## src/rtl/vector_fp_multiplier.sv

```systemverilog
// 32-element IEEE-754 single-precision vector multiplier.
// 96-word register file with a 3-stage multiply pipeline.
module vector_fp_multiplier (
  input  logic clk,
  input  logic reset,
  input  logic start,
  output logic full
);

  typedef enum logic [1:0] {
    S_IDLE,
    S_RUN,
    S_DRAIN,
    S_DONE
  } state_t;

  logic [31:0] reg_file [0:95];
  logic        flag6    [0:95];

  state_t r_state;
  state_t w_next;
  logic [4:0] r_idx;
  logic w_issue;

  logic [31:0] w_a;
  logic [31:0] w_b;
  logic [7:0] w_ea;
  logic [7:0] w_eb;
  logic w_anan;
  logic w_bnan;
  logic w_ainf;
  logic w_binf;
  logic w_azero;
  logic w_bzero;
  logic w_sgn;
  logic w_spec;
  logic [31:0] w_sres;
  logic w_sflag;

  logic r_s1_v;
  logic [4:0] r_s1_idx;
  logic r_s1_sgn;
  logic [7:0] r_s1_ea;
  logic [7:0] r_s1_eb;
  logic [23:0] r_s1_ma;
  logic [23:0] r_s1_mb;
  logic r_s1_spec;
  logic [31:0] r_s1_sres;
  logic r_s1_sflag;

  logic r_s2_v;
  logic [4:0] r_s2_idx;
  logic r_s2_sgn;
  logic [47:0] r_s2_prod;
  logic [9:0] r_s2_exp;
  logic r_s2_spec;
  logic [31:0] r_s2_sres;
  logic r_s2_sflag;

  logic r_s3_v;
  logic [4:0] r_s3_idx;
  logic [31:0] r_s3_res;
  logic r_s3_flag;

  logic signed [9:0] w_e3;
  logic [22:0] w_frac;
  logic [31:0] w_res;
  logic w_flag;
  logic w_unused;

  assign full = (r_state == S_DONE);

  always_ff @(posedge clk or negedge reset) begin
    if (!reset) begin
      r_state <= S_IDLE;
      r_idx   <= '0;
    end else begin
      r_state <= w_next;
      if (w_issue && r_idx != 5'd31)
        r_idx <= r_idx + 5'd1;
    end
  end

  always_comb begin
    w_next  = r_state;
    w_issue = 1'b0;
    unique case (r_state)
      S_IDLE: begin
        if (start) begin
          w_issue = 1'b1;
          w_next  = S_RUN;
        end
      end
      S_RUN: begin
        if (start) begin
          w_issue = 1'b1;
          if (r_idx == 5'd31)
            w_next = S_DRAIN;
        end
      end
      S_DRAIN: begin
        if (!(r_s1_v || r_s2_v || r_s3_v))
          w_next = S_DONE;
      end
      S_DONE: w_next = S_DONE;
      default: w_next = S_IDLE;
    endcase
  end

  assign w_a     = reg_file[{2'b00, r_idx}];
  assign w_b     = reg_file[{2'b01, r_idx}];
  assign w_ea    = w_a[30:23];
  assign w_eb    = w_b[30:23];
  assign w_sgn   = w_a[31] ^ w_b[31];
  assign w_anan  = (w_ea == 8'hFF) && (w_a[22:0] != '0);
  assign w_bnan  = (w_eb == 8'hFF) && (w_b[22:0] != '0);
  assign w_ainf  = (w_ea == 8'hFF) && (w_a[22:0] == '0);
  assign w_binf  = (w_eb == 8'hFF) && (w_b[22:0] == '0);
  assign w_azero = (w_ea == 8'h00);
  assign w_bzero = (w_eb == 8'h00);

  // Order matters: NaN beats inf*0, which beats inf, which beats zero.
  always_comb begin
    w_spec  = 1'b1;
    w_sres  = 32'h7FC0_0000;
    w_sflag = 1'b1;
    priority case (1'b1)
      w_anan || w_bnan: ;
      (w_ainf && w_bzero) || (w_binf && w_azero): ;
      w_ainf || w_binf: w_sres = {w_sgn, 8'hFF, 23'd0};
      w_azero || w_bzero: begin
        w_sres  = {w_sgn, 31'd0};
        w_sflag = 1'b0;
      end
      default: begin
        w_spec  = 1'b0;
        w_sres  = '0;
        w_sflag = 1'b0;
      end
    endcase
  end

  assign w_e3 = r_s2_prod[47] ? $signed(r_s2_exp) + 10'sd1
                              : $signed(r_s2_exp);
  assign w_frac = r_s2_prod[47] ? r_s2_prod[46:24]
                                : r_s2_prod[45:23];

  always_comb begin
    w_res  = {r_s2_sgn, w_e3[7:0], w_frac};
    w_flag = 1'b0;
    priority case (1'b1)
      r_s2_spec: begin
        w_res  = r_s2_sres;
        w_flag = r_s2_sflag;
      end
      w_e3 >= 10'sd255: begin
        w_res  = {r_s2_sgn, 8'hFF, 23'd0};
        w_flag = 1'b1;
      end
      w_e3 <= 10'sd0: begin
        w_res  = {r_s2_sgn, 31'd0};
        w_flag = 1'b1;
      end
      default: ;
    endcase
  end

  always_ff @(posedge clk or negedge reset) begin
    if (!reset) begin
      r_s1_v <= 1'b0;
      r_s2_v <= 1'b0;
      r_s3_v <= 1'b0;
      r_s1_idx <= '0;
      r_s1_sgn <= 1'b0;
      r_s1_ea <= '0;
      r_s1_eb <= '0;
      r_s1_ma <= '0;
      r_s1_mb <= '0;
      r_s1_spec <= 1'b0;
      r_s1_sres <= '0;
      r_s1_sflag <= 1'b0;
      r_s2_idx <= '0;
      r_s2_sgn <= 1'b0;
      r_s2_prod <= '0;
      r_s2_exp <= '0;
      r_s2_spec <= 1'b0;
      r_s2_sres <= '0;
      r_s2_sflag <= 1'b0;
      r_s3_idx <= '0;
      r_s3_res <= '0;
      r_s3_flag <= 1'b0;
      for (int i = 0; i < 96; i++)
        flag6[i] <= 1'b0;
    end else begin
      r_s1_v <= w_issue;
      r_s1_idx <= r_idx;
      r_s1_sgn <= w_sgn;
      r_s1_ea <= w_ea;
      r_s1_eb <= w_eb;
      r_s1_ma <= {1'b1, w_a[22:0]};
      r_s1_mb <= {1'b1, w_b[22:0]};
      r_s1_spec <= w_spec;
      r_s1_sres <= w_sres;
      r_s1_sflag <= w_sflag;
      r_s2_v <= r_s1_v;
      r_s2_idx <= r_s1_idx;
      r_s2_sgn <= r_s1_sgn;
      r_s2_prod <= {24'd0, r_s1_ma} * {24'd0, r_s1_mb};
      r_s2_exp <= {2'b00, r_s1_ea} + {2'b00, r_s1_eb} - 10'd127;
      r_s2_spec <= r_s1_spec;
      r_s2_sres <= r_s1_sres;
      r_s2_sflag <= r_s1_sflag;
      r_s3_v <= r_s2_v;
      r_s3_idx <= r_s2_idx;
      r_s3_res <= w_res;
      r_s3_flag <= w_flag;
      if (r_s3_v)
        flag6[{2'b10, r_s3_idx}] <= r_s3_flag;
    end
  end

  // Operands are preloaded externally, so the file has no reset.
  always_ff @(posedge clk) begin
    if (r_s3_v)
      reg_file[{2'b10, r_s3_idx}] <= r_s3_res;
  end

  always_comb begin
    w_unused = ^r_s2_prod[22:0];
    for (int i = 0; i < 96; i++)
      w_unused = w_unused ^ flag6[i];
  end

endmodule

```

## config.mk

```make
export PLATFORM = sky130hd
export DESIGN_NAME = vector_fp_multiplier
export DESIGN_NICKNAME = d
export VERILOG_FILES = /design/src/rtl/vector_fp_multiplier.sv
export SDC_FILE = /design/constraint.sdc
export NUM_CORES = 1
export LEC_CHECK = 0
export CAP_MARGIN = 30
export CELL_PAD_IN_SITES_DETAIL_PLACEMENT = 2
export CELL_PAD_IN_SITES_GLOBAL_PLACEMENT = 2
export CORE_AREA = 4 4 41 43
export DETAILED_ROUTE_END_ITERATION = 12
export DIE_AREA = 0 0 45 47
export GPL_ROUTABILITY_DRIVEN = 0
export PLACE_DENSITY_LB_ADDON = 0.25
export SETUP_SLACK_MARGIN = 0.1
export SKIP_LAST_GASP = 1
export SYNTH_ARGS = -nofsm -noshare
export SYNTH_HDL_FRONTEND = slang
export SYNTH_SLANG_ARGS = --single-unit
```

## constraint.sdc

```tcl
create_clock -name clk -period 2.03 [get_ports clk]
set_input_delay 0.203 -clock clk [delete_from_list [all_inputs] [get_ports clk]]
set_output_delay 0.203 -clock clk [all_outputs]
set_load 0.05 [all_outputs]
```

==> Implementation_results.wiki, run 1 <==
{| class="wikitable"
! Metric !! Value
|-
| Most frequent cells in the layout || 10 x dfrtp_1, 3 x o21ai_0, 3 x clkbuf_4
|-
| Cell type contributing the most total cell area after synthesis || dfrtp_1
|-
| Number of instances in the synthesized netlist || 29
|-
| Slew headroom || 66.2%
|-
| Sinks on Clock Net || 10
|-
| Max VDD drop || 500 uV
|-
| Total vias in the final route || 247
|-
| Standard-cell rows || 13
|-
| Final setup violation count || 0
|-
| CTS clk-pin slew, worst paths || 0.07 ns
|-
| Most common library cell in the layout ignoring fill and taps || dfrtp_1
|-
| Max Clock Skew || 0.00130 ns
|-
| Hold/Removal Path Class || input port to asynchronous set/reset pin
|-
| Count of state elements after synthesis || 10
|-
| Leakage power || 0.231 nW
|-
| TritonCTS clock tree || done
|-
| Critical register-to-register path startpoint || r_idx[0]
|-
| First-pass GRT wire length || 1380 um
|-
| Post-CTS Setup Bufs || 0
|-
| Nature of the critical path endpoint || flop
|-
| Mean area per synthesized cell || 13.9 um2
|-
| Number of H-tree branching levels || 1
|-
| Critical path class || flop to flop
|-
| Final routed DRC violation total || 0
|-
| Count of warnings emitted by yosys || 0
|-
| Detailed-placement wirelength estimate || 565 um
|-
| Number of global-route vias before repair || 302
|-
| Antenna violations before repair || 0
|-
| Number of distinct standard cells referenced by the synthesized netlist || 15
|-
| Final cell count without fillers || 51
|-
| Fraction of layout cells with a size suffix above 1 || 19.4%
|-
| Min cycle time layout || 1.81 ns
|-
| CTS hold repair buffers || 0
|-
| Mapped cell area || 403 um2
|-
| Remaining antenna violation count after routing || 0
|-
| Final Cycle Share || 89.2%
|-
| Final Hold Violating Endpoints || 0
|-
| Number of buffers added on ports || 3
|-
| Maximum capacitance violations || 0
|-
| Register area share after synthesis || 62.1%
|-
| Data required time at the worst endpoint || 2.19 ns
|-
| Die height || 47 um
|-
| Quantity of gates resized following cts || 0
|-
| Area added between synthesis and finish || 21.7%
|-
| Total cell area at the placement stage || 452 um2
|-
| Number of diodes || 0
|-
| Number of slew-limit violations in the final report || 0
|-
| Total length of routed wires || 760 um
|-
| Sum of overflow across all layers after global routing || 0
|-
| Post-route standard cell area excluding fillers || 490 um2
|-
| Global-route usage over all layers || 10.2%
|-
| Number of cells traversed by the worst register-to-register path || 5
|-
| Launch point of the critical path || r_idx[0]
|-
| Share of the synthesized area in the top cell type || 62.1%
|-
| Final hold slack || 0.249 ns
|-
| Critical Path Source Type || flop
|-
| Maximum clock frequency || 552 MHz
|-
| Full die area || 2120 um2
|-
| Detail-routed net length per standard cell || 14.9 um
|-
| Chip Width || 45 um
|-
| Master cell of the clock root buffer || clkbuf_4
|-
| Post-synthesis net count || 34
|-
| Total placed cells including tap cells || 47
|-
| Initial core utilization || 31.0%
|-
| Power Density || 1500 nW/um2
|-
| Worst slew pin tran || 0.506 ns
|-
| Clock latency of the later-clocked register in the worst-skew pair || 0.27 ns
|-
| Total I/O pin count || 4
|-
| Number of nets in the layout || 42
|-
| Routed vias/inst || 4.84
|-
| Maximum clock insertion buffer count || 2
|-
| Maximum fanout along the worst path || 5
|-
| Largest cells by area after synthesis || dfrtp_1 62%, ha_1 6.2%, mux2_2 5.6%
|-
| Number of iterations in the first detailed-routing pass || 1
|-
| Arrival time of the worst setup path || 1.97 ns
|-
| Setup repair after global routing missed its margin || no
|-
| Outcome || completed
|-
| TritonCTS buffer count || 3
|-
| Pin count of the biggest net entering global routing || 11
|-
| Worst Setup Slack, final || 0.219 ns
|-
| Placement-stage worst setup slack || 0.220 ns
|-
| Final TNS setup || 0 ns
|-
| Core area || 1300 um2
|-
| Iter 0 DRT Violations || 0
|}
where the power goes:
part	internal, mW	switching [mW]
Clock	0.109	0.0712
Sequential	0.283	0.0697
Combinational	0.105	0.0970
cell type report:
| cell class | instances | area [um2] |
|---|---|---|
| timing repair buffer | 3 | 32.5 |
| clock buffer | 4 | 36.3 |
| multi-input combinational | 19 | 153 |
| fill | 151 | 811 |
| tap | 15 | 18.8 |
| sequential | 10 | 250 |
cell usage after synthesis, drive strengths merged:
library cell   n
ha             2
nand2b         1
nor3           1
dfrtp         10
nand3          1
mux2           2
nand4          1
o21ai          3
xor2           1
and2           1
and3           1
nand2          1
xnor2          2
nor2b          1
nor3b          1
sequential cells by signal (all words and copies together), names as in the netlist:
name / flops
r_s3_v: 1
r_idx: 5
r_s2_v: 1
r_state: 2
r_s1_v: 1
critical path, cell delays in order, from the launching register on:
cell	delay (ns)
dfrtp_1	0.41
ha_1	0.22
and3_1	0.15
ha_1	0.22
nor3b_4	0.33
mux2_2	0.37
logic make-up after synthesis:
group	Yosys count	synth area share, %
XOR/XNOR	3	6.52
AO/OA/AOI/OAI	3	3.73
AND/OR/NAND/NOR	9	15.8
multiplexers	2	5.59
flip-flops	10	62.1
adder cells (fa/ha/maj)	2	6.21
through the flow:
step | utilization (%) | power (mW)
finish | 37.7 | 0.735
detailed placement | 34.7 | 0.566
floorplan | - | 0.494
global route | 37.7 | 0.793
global placement | 34.7 | 0.540
CTS | 37.5 | 0.755
per-layer routing:
| metal | wire [um] | global-route usage, % | share of wire (%) | vias up |
|---|---|---|---|---|
| met5 | 0 | 0 | 0 | - |
| met4 | 25 | 10.5 | 3.3 | 0 |
| met3 | 40 | 4.98 | 5.3 | 4 |
| met2 | 363 | 14.4 | 48 | 4 |
| met1 | 329 | 10.8 | 43 | 123 |
| li1 | - | - | - | 116 |
final timing paths:
check,endpoint,slack (ns)
min,r_idx[2],0.25
max reg2reg,r_idx[1],0.22
max,r_idx[1],0.22
min reg2reg,r_s3_v,0.38
max in group asynchronous,r_state[0],1.47
min in group clk,r_s3_v,0.38
(Power assumes the default switching activity.)
==> inputs of run 2 (changes only) <==
- SLEW_MARGIN: default -> 20
==> results of run 2 <==
Same layout as run 1: the final DEF is identical, and so are final timing and power.
==> inputs of run 3 (changes only) <==
--- a/config.mk
+++ b/config.mk
@@ -10,4 +10,5 @@
 export CELL_PAD_IN_SITES_GLOBAL_PLACEMENT = 2
 export CORE_AREA = 4 4 41 43
+export CTS_CLUSTER_SIZE = 8
 export DETAILED_ROUTE_END_ITERATION = 12
 export DIE_AREA = 0 0 45 47
==> constraint.sdc (replaced) <==
create_clock -name clk -period 2.3 [get_ports clk]
set_input_delay 0.46 -clock clk [delete_from_list [all_inputs] [get_ports clk]]
set_output_delay 0.46 -clock clk [all_outputs]
set_load 0.05 [all_outputs]
==> run 3 against run 2 <==
  * Critical path depth decreased by 3
  * Global-route usage down 0.53 points
  * Power fell by 17%
  * Wire length shrank 3.8%
  * Utilization shrank 1.3 points
  * Combinational power fell by 10%
  * First-iteration DRC count unchanged
  * Clock skew barely moved
  * Critical path type is now flop to output port
  * Critical endpoint is now full
==> Implementation_results.wiki, run 3 (same netlist as run 1, synthesis figures left out) <==
{| class="wikitable"
! Metric !! Value
|-
| Number of H-tree branching levels || 1
|-
| Max Clock Skew || 0.00139 ns
|-
| Initial core utilization || 31.0%
|-
| Min cycle time layout || 2.13 ns
|-
| Most common library cell in the layout ignoring fill and taps || dfrtp_1
|-
| Area added between synthesis and finish || 17.7%
|-
| Nature of the critical path endpoint || output port
|-
| WHS Path Cells || 0
|-
| Setup repair after global routing missed its margin || no
|-
| Worst flop-to-flop path endpoint || r_idx[1]
|-
| Core area || 1300 um2
|-
| Total length of routed wires || 731 um
|-
| Iter 0 DRT Violations || 0
|-
| R2r setup slk || 0.47 ns
|-
| Detailed-placement wirelength estimate || 563 um
|-
| Total placed cells including tap cells || 47
|-
| Final Cycle Share || 92.6%
|-
| Launch point of the critical path || r_state[1]
|-
| Maximum clock insertion buffer count || 2
|-
| Footprint of the multi-input gates || 153 um2
|-
| Number of nets in the layout || 42
|-
| Remaining antenna violation count after routing || 0
|-
| Total vias in the final route || 243
|-
| Data required time at the worst endpoint || 1.84 ns
|-
| Biggest register || r_idx
|-
| Number of diodes || 0
|-
| Number of slew-limit violations in the final report || 0
|-
| Final Hold Violating Endpoints || 0
|-
| Outcome || completed
|-
| TritonCTS clock tree || done
|-
| Global-route usage over all layers || 9.70%
|-
| Master cell of the clock root buffer || clkbuf_4
|-
| Sink of the worst hold path || r_s3_v
|-
| Flip-flop count of the largest register after layout || 5
|-
| Final setup violation count || 0
|-
| Slew headroom || 66.8%
|-
| Number of buffers added on ports || 3
|-
| Leakage power || 0.208 nW
|-
| Antenna violations before repair || 0
|-
| Routed vias/inst || 4.86
|-
| Arrival time of the worst setup path || 1.67 ns
|-
| Maximum capacitance violations || 0
|-
| Critical register-to-register path startpoint || r_idx[0]
|-
| Number of cells traversed by the worst register-to-register path || 5
|-
| CTS hold repair buffers || 0
|-
| Final TNS setup || 0 ns
|-
| Most frequent cells in the layout || 10 x dfrtp_1, 3 x o21ai_0, 3 x clkbuf_4, 3 x clkdlybuf4s50_1
|-
| Internal portion of total power || 404 uW
|-
| Maximum fanout along the worst path || 6
|-
| Share of power burned in the clock network || 18.9%
|-
| Leading registers by flop count || r_idx (5), r_state (2)
|-
| First-pass GRT wire length || 1270 um
|-
| Pin count of the biggest net entering global routing || 11
|-
| Detail-routed net length per standard cell || 14.6 um
|-
| Critical path class || flop to output port
|-
| Critical Path Source Type || flop
|-
| Chip Width || 45 um
|-
| Area occupied by registers || 250 um2
|-
| Total I/O pin count || 4
|-
| Number of iterations in the first detailed-routing pass || 1
|-
| Maximum clock frequency || 470 MHz
|-
| Net switching share of the total power || 33.3%
|-
| Sinks on Clock Net || 10
|-
| Power Density || 1280 nW/um2
|-
| Quantity of gates resized following cts || 0
|-
| Worst slew pin tran || 0.496 ns
|-
| Max VDD drop || 431 uV
|-
| Final cell count without fillers || 50
|-
| Die height || 47 um
|-
| Layout fillers || 143
|-
| Part of the total power dissipated in sequential elements || 51.5%
|-
| Final routed DRC violation total || 0
|-
| Total cell area at the placement stage || 452 um2
|-
| Hold Crit Start || r_s2_v
|-
| Full die area || 2120 um2
|-
| Sum of overflow across all layers after global routing || 0
|-
| Worst Setup Slack, final || 0.171 ns
|-
| Hold/Removal Path Class || flop to flop
|-
| Clock latency of the later-clocked register in the worst-skew pair || 0.26 ns
|-
| CTS clk-pin slew, worst paths || 0.06 ns
|-
| Standard-cell rows || 13
|-
| TritonCTS buffer count || 3
|-
| Post-CTS Setup Bufs || 0
|-
| Placement-stage worst setup slack || 0.442 ns
|-
| NetSw || 202 uW
|-
| Number of global-route vias before repair || 291
|-
| Fraction of layout cells with a size suffix above 1 || 17.1%
|-
| Part of the total power dissipated in combinational logic || 29.7%
|-
| Post-route standard cell area excluding fillers || 474 um2
|}
-- run 3: changes by cell type in the layout (fill, tap and decap cells not counted) --
cell             previous run  this run
clkbuf_8                    1         0
dlymetal6s2s_1              1         0
clkdlybuf4s50_1             2         3
-- run 3: power by group through the flow --
stage	clock [mW]	combinational, mW	sequential, mW
floorplan	0	0.139	0.297
global placement	0	0.170	0.306
detailed placement	0	0.184	0.317
CTS	0.122	0.187	0.314
global route	0.131	0.203	0.325
finish	0.114	0.180	0.312
-- run 3: layer usage --
layer / GRT usage [%] / up-vias / wire length (um)
met1: 8.55 / 123 / 276
met4: 5.26 / 0 / 14
met3: 8.43 / 2 / 58
met2: 15.3 / 5 / 381
li1: - / 113 / -
met5: 0 / - / 0
-- run 3: worst max-delay path by stage --
| stage | to | cells past startpoint |
|---|---|---|
| after detailed placement | full | 2 |
| after global placement | full | 2 |
| after CTS | full | 2 |
| after global routing | full | 2 |
| final | full | 2 |
| after floorplan | r_idx[1] | 5 |
-- run 3: cell type report --
| type | count | area share, % |
|---|---|---|
| well taps | 15 | 3.96 |
| repair buffers | 3 | 6.33 |
| flip-flops and latches | 10 | 52.8 |
| multi-input cells | 19 | 32.2 |
| clock buffers | 3 | 4.75 |
-- run 3: through the flow --
step,util (%),power [mW],hold slack [ns]
global route,36.4,0.659,0.399
CTS,36.4,0.623,0.391
global placement,34.7,0.476,0.362
detailed placement,34.7,0.501,0.377
finish,36.4,0.606,0.389
floorplan,-,0.436,0.164
-- run 3: critical path: stages (launching register included) --
cell	delay, ns
dfrtp_1	0.45
and2_1	0.16
clkdlybuf4s50_1	0.80
